### config.mk
export PLATFORM = sky130hd
export DESIGN_NAME = seq_det_prog
export DESIGN_NICKNAME = d
export VERILOG_FILES = /design/src/rtl/seq_det_prog.sv
export SDC_FILE = /design/constraint.sdc
export NUM_CORES = 1
export LEC_CHECK = 0
export ABC_AREA = 1
export CAP_MARGIN = 20
export CORE_MARGIN = 2
export CORE_UTILIZATION = 45
export CTS_BUF_LIST = sky130_fd_sc_hd__clkbuf_2 sky130_fd_sc_hd__clkbuf_4 sky130_fd_sc_hd__clkbuf_8
export CTS_CLUSTER_DIAMETER = 100
export DETAILED_ROUTE_END_ITERATION = 16
export PLACE_DENSITY = 0.67
export SYNTH_ARGS = -nofsm -noshare
export SYNTH_HDL_FRONTEND = slang
export SYNTH_SLANG_ARGS = --single-unit
### constraint.sdc
create_clock -name clk -period 2.6 [get_ports clk]
set_input_delay 0.52 -clock clk [delete_from_list [all_inputs] [get_ports clk]]
set_output_delay 0.52 -clock clk [all_outputs]
set_load 0.01 [all_outputs]
### src/rtl/seq_det_prog.sv
// Programmable serial sequence detector with run-time pattern, length and overlap mode.
// Optional saturating match counter enabled by defining SEQ_DET_PROG_COUNT_EN.
module seq_det_prog #(
  parameter int unsigned           MAX_LEN     = 8,
  parameter int unsigned           LEN_W       = 4,
  parameter logic [MAX_LEN-1:0]    RST_PATTERN = 8'b0000_1011,
  parameter int unsigned           RST_LEN     = 4
`ifdef SEQ_DET_PROG_COUNT_EN
  ,
  parameter int unsigned           CNT_W       = 8
`endif
) (
  input  logic               clk,
  input  logic               rst,
  input  logic               load,
  input  logic [MAX_LEN-1:0] pattern_in,
  input  logic [LEN_W-1:0]   len_in,
  input  logic               ov_mode_in,
  input  logic               bit_valid,
  input  logic               bit_in,
  output logic               detect,
  output logic [LEN_W-1:0]   fill
`ifdef SEQ_DET_PROG_COUNT_EN
  ,
  output logic [CNT_W-1:0]   match_cnt
`endif
);

  logic [MAX_LEN-1:0] pat_q;
  logic [MAX_LEN-1:0] hist_q;
  logic [MAX_LEN-1:0] hist_next;
  logic [MAX_LEN-1:0] mask;
  logic [LEN_W-1:0]   len_q;
  logic [LEN_W-1:0]   len_load;
  logic [LEN_W-1:0]   fill_next;
  logic               ov_q;
  logic               match;

  // Next history/fill and the match decision for the bit offered this cycle.
  always_comb begin
    len_load  = (32'(len_in) > MAX_LEN) ? LEN_W'(MAX_LEN) : len_in;
    hist_next = {hist_q[MAX_LEN-2:0], bit_in};
    fill_next = (fill < len_q) ? fill + 1'b1 : len_q;
    mask      = '0;
    for (int unsigned i = 0; i < MAX_LEN; i++) begin
      if (i < 32'(len_q)) mask[i] = 1'b1;
    end
    match = (len_q != '0) && (fill_next >= len_q) &&
            (((hist_next ^ pat_q) & mask) == '0);
  end

  // Configuration, history, fill and detect; load wins over a same-cycle bit.
  always_ff @(posedge clk or posedge rst) begin
    if (rst) begin
      pat_q  <= RST_PATTERN;
      len_q  <= LEN_W'(RST_LEN);
      ov_q   <= 1'b1;
      hist_q <= '0;
      fill   <= '0;
      detect <= 1'b0;
    end else if (load) begin
      pat_q  <= pattern_in;
      len_q  <= len_load;
      ov_q   <= ov_mode_in;
      hist_q <= '0;
      fill   <= '0;
      detect <= 1'b0;
    end else if (bit_valid) begin
      hist_q <= hist_next;
      fill   <= (match && !ov_q) ? '0 : fill_next;
      detect <= match;
    end else begin
      detect <= 1'b0;
    end
  end

`ifdef SEQ_DET_PROG_COUNT_EN
  // Counts detect pulses, saturating at all-ones.
  always_ff @(posedge clk or posedge rst) begin
    if (rst) begin
      match_cnt <= '0;
    end else if (load) begin
      match_cnt <= '0;
    end else if (bit_valid && match && (match_cnt != '1)) begin
      match_cnt <= match_cnt + 1'b1;
    end
  end
`endif

endmodule

# Word-level counts from Yosys, hierarchy flattened
# Cells that the tools add are included.
# classes
add_sub_neg,1
magnitude_cmp,11
mux,17
n_bitwise,2
reduce_logical,7
# op_table
op,count
$mux 4,5
$lt 3x4->1 const A,4
$mux 7,2
$mux 1,10
$and 8x8->8,1
$logic_not 8->1,1
$lt 1x4->1 const A,2
$lt 2x4->1 const A,2
$xor 8x8->8,1
$add 4x1->4 const B,1
$ge 4x4->1,1
$gt 4x4->1 const B,1
$lt 4x4->1,1
$reduce_bool 4->1,1
$logic_and 1x1->1,3
$reduce_bool 2->1,1
$logic_not 1->1,1
# totals
register_bits,25
out_inout_bits,5

# Longest topological paths before layout
# logic_depth
ltp_word,9
depth_mapped,20
mapped_depth_nobuf,20

# Least setup slack after synthesis
# Ideal clock, no wire load.
# synth_path
kind,flip-flop to flip-flop
from,register len_q[3]
to,register fill[0]
setup_ns,0.065
t_arrival_ns,2.176
path_slack_ns,0.358
stages_incl_launch_ff,17
period_less_slack_ns,2.242
cell_sequence,dfrtp_1 inv_1 ha_1 a21oi_2 nand2_2 nand2_1 nand2_2 ha_1 nand2_1 inv_1 nand2_1 nand2_1 nor2_1 nor2_4 nand3_4 nand3_1 nand2_1
# synth_via
elab_chain_len,9
# synth_rtl
item,line_no,text
from (decl),33,logic [LEN_W-1:0] len_q;
from (signal assigned),56,len_q <= LEN_W'(RST_LEN);
from (signal assigned),63,len_q <= len_load;
"$lt 4x4->1, or another cell as far along",43,fill_next = (fill < len_q) ? fill + 1'b1 : len_q;
$mux 4 or $mux 1 (tied branches),"43, 46",
$ge 4x4->1 or $and 8x8->8 (tied branches),"48, 49",
$logic_and 1x1->1 or $logic_not 8->1 (tied branches),"48, 49",
$logic_and 1x1->1,48,match = (len_q != '0) && (fill_next >= len_q) &&
$logic_and 1x1->1,70,fill <= (match && !ov_q) ? '0 : fill_next;
$mux 4 *,70,
$mux 4 *,68,end else if (bit_valid) begin
$mux 4 *,61,end else if (load) begin
to (signal assigned),70,
to (decl),22,output logic [LEN_W-1:0] fill
# Every way passes the cells marked *; elsewhere a longest branch is shown, timed or not. The select of a mux whose other input is x is not followed.
# A chain may end at the register's enable or synchronous reset.

# Final worst setup path
# layout_path
from,register len_q[2]
to,register fill[0]
# The elaborated chain is that of the path after synthesis.

==> flow_summary.json <==
{
  "numPortBuffers": 22,
  "n_fill_cell": 310,
  "wirelength_um": 3010,
  "dieHeight_um": 61.5,
  "r2r_slack_ns": 0.18,
  "worst_pin_slew_ns": 0.332,
  "ys_async_sr_fraction_pct": 100,
  "hp-start": "pat_q[3]",
  "netlist_area_um2": 1490,
  "fmax_mhz": 413,
  "endpoint_kind": "flip-flop",
  "syn_avg_cell_area_um2": 7.72,
  "gr-total-overflow": 0,
  "yosysWarnings": 0,
  "antenna_left": 0,
  "power_frac_seq_pct": 48.2,
  "synth_cell_types": 24,
  "die_w_um": 61.5,
  "layout.nets": 247,
  "synthFlopType": "dfrtp_1",
  "clockPowerShare_pct": 20.3,
  "power_frac_comb_pct": 31.4,
  "status": "completed",
  "min_to": "pat_q[3]",
  "first_iter_violations": 74,
  "leakage_nw": 0.909,
  "crit_fanout": 5,
  "dieArea_um2": 3790,
  "syn_nets": 219,
  "max-clock-path-buffers": 2,
  "fin_util_pct": 58.6,
  "synthCells": 193,
  "area_delta_synth_final_pct": 22.1,
  "post-cts-setup-buffers": 0,
  "finClkSkew_ns": 0.00545,
  "grt_start_max_net_pins": 26,
  "place_congestion": 0.891,
  "cts_tree": "yes",
  "numCtsBuffers": 3,
  "worst-setup-path-type": "flip-flop to flip-flop",
  "multiInputGateArea_um2": 734,
  "relSlewSlack_pct": 77.8,
  "cts_resized": 0,
  "grtUsageTotal_pct": 18.5,
  "grt_pass1_wl_um": 5100,
  "drc_errors": 0,
  "r2r-end": "fill[0]",
  "antenna_cells": 0,
  "vias_per_cell": 4.79,
  "hold_buffers": 0,
  "critPathLaunchType": "flip-flop",
  "row_count": 20,
  "slew_violations": 0,
  "fin_crit_sh_pct": 93.1,
  "vias": 1265,
  "insertion_delay_ns": 0.32,
  "ys_ff_latch": 25,
  "intPower_w": 0.000615,
  "powerDensity_nw_per_um2": 510,
  "yosysSeqAreaShare_pct": 42.4,
  "fin_tns_setup_ns": 0,
  "worstReg2RegStart": "len_q[2]",
  "grt_pass1_vias": 1181,
  "wl_per_cell_um": 11.4,
  "drv_cap": 0,
  "irDropWorstVdd_v": 0.000290,
  "drive_gt1_share_pct": 15.5,
  "hold_depth": 2,
  "swShare_pct": 33.8,
  "seq_area_um2": 633,
  "critPathRequiredTime_ns": 2.87,
  "ys_top_cells_by_count": "nand2_1, inv_1, dfrtp_1",
  "synth_most_common_cell": "nand2_1",
  "dp_hpwl_um": 2370,
  "yosysTopAreaCell": "dfrtp_1",
  "grt_setup_unrepaired": "false",
  "worstHoldPathType": "flip-flop to flip-flop",
  "cp.arrival_ns": 2.69,
  "cts.sinks": 25,
  "initial_utilization_pct": 48.0,
  "io_pins": 23,
  "core_area_um2": 3100,
  "reg2regPathDepth": 16,
  "finalHoldViolations": 0,
  "cts_root_buffer": "clkbuf_4",
  "dr.pass1.iters": 4,
  "clk_pin_slew_worst_paths_ns": 0.14,
  "synth_top_area_share_pct": 33.6,
  "h-tree-depth": 1,
  "antenna_found_initial": 0,
  "synth-edff-count": 0,
  "p_sw_w": 0.000313,
  "setup_viol": 0,
  "synth.area.top_cells": "dfrtp_1, nand2_1, dfstp_2",
  "finalCriticalPeriod_ns": 2.42
}
[how the worst max path moves through the flow]
stage,start,to,depth (start not counted)
2_1_floorplan,len_q[3],fill[0],16
3_5_place_dp,len_q[3],fill[0],16
3_3_place_gp,len_q[3],fill[0],16
6_report,len_q[2],fill[0],16
5_1_grt,len_q[2],fill[1],16
4_1_cts,len_q[3],fill[0],16
[layout make-up]
cell class / count / area share [%]
tap: 44 / 3.03
sequential: 25 / 34.8
multi-input combinational: 133 / 40.4
clock buffer: 4 / 1.65
inverter: 33 / 6.81
timing repair buffer: 25 / 13.3
[sequential cells by signal, summed over array words and instances, names as in the netlist]
name    flops
hist_q      7
ov_q        1
fill        4
len_q       4
detect      1
pat_q       8
[critical path, cell delays in order, from the launching register on]
cell and delay [ns]:
dfstp_2 0.61, inv_2 0.08, ha_1 0.22, a21oi_4 0.21, nand2_2 0.10, nand2_1 0.07
nand2_2 0.07, ha_1 0.30, nand2_1 0.07, nand2_1 0.05, nand2_1 0.06, nand2_1 0.05
nor2_1 0.17, nor2_4 0.06, nand3_4 0.09, nand3_1 0.08, nand2_1 0.07
[cell families (layout without fill, tap and decap cells)]
logic type | count (synthesis) | count (layout) | synth area share (%)
simple gates | 98 | 98 | 31.1
buf+inv | 35 | 62 | 8.82
fa+ha+maj | 8 | 8 | 6.72
xor+xnor | 3 | 3 | 1.76
compound gates | 24 | 24 | 9.15
flops | 25 | 25 | 42.4
[layer usage]
layer	wire length (um)	global-route usage [%]	vias up	part of all wire, %
met1	1330	23.9	579	44
met3	84	2.52	7	2.8
met4	62	8.21	0	2.1
li1	-	-	656	-
met2	1530	30.7	23	51
met5	0	0	-	0
[power by group through the flow]
stage                     logic (W)  registers, W  clock network, W
after floorplan            0.000202      0.000451                 0
after global routing       0.000330      0.000452          0.000206
final                      0.000292      0.000447          0.000189
after global placement     0.000279      0.000454                 0
after CTS                  0.000292      0.000448          0.000193
after detailed placement   0.000290      0.000455                 0
[through the flow]
step                      hold WS [ns]  cell area, um^2  setup slack [ns]  power [W]  instances
after floorplan                  0.461             1490             0.358   0.000653        193
after global placement           0.484             1780             0.248   0.000733        260
after detailed placement         0.486             1780            0.0840   0.000745        260
after CTS                        0.508             1810            0.0483   0.000933        264
after global routing             0.523             1820           0.00126   0.000988        264
final                            0.502             1820             0.179   0.000928        264
[layout by cell type (no fill, tap or decap), drive strengths merged, types with 4 or more instances in the layout]
cell	Yosys	layout
inv	33	33
o22ai	7	7
nand2	73	73
clkbuf	1	4
dfrtp	20	20
nand3	14	14
nor2	10	10
o21ai	14	14
clkdlybuf4s50	0	22
dfstp	5	5
ha	8	8
Note: power is estimated with default switching activity, not from simulation.
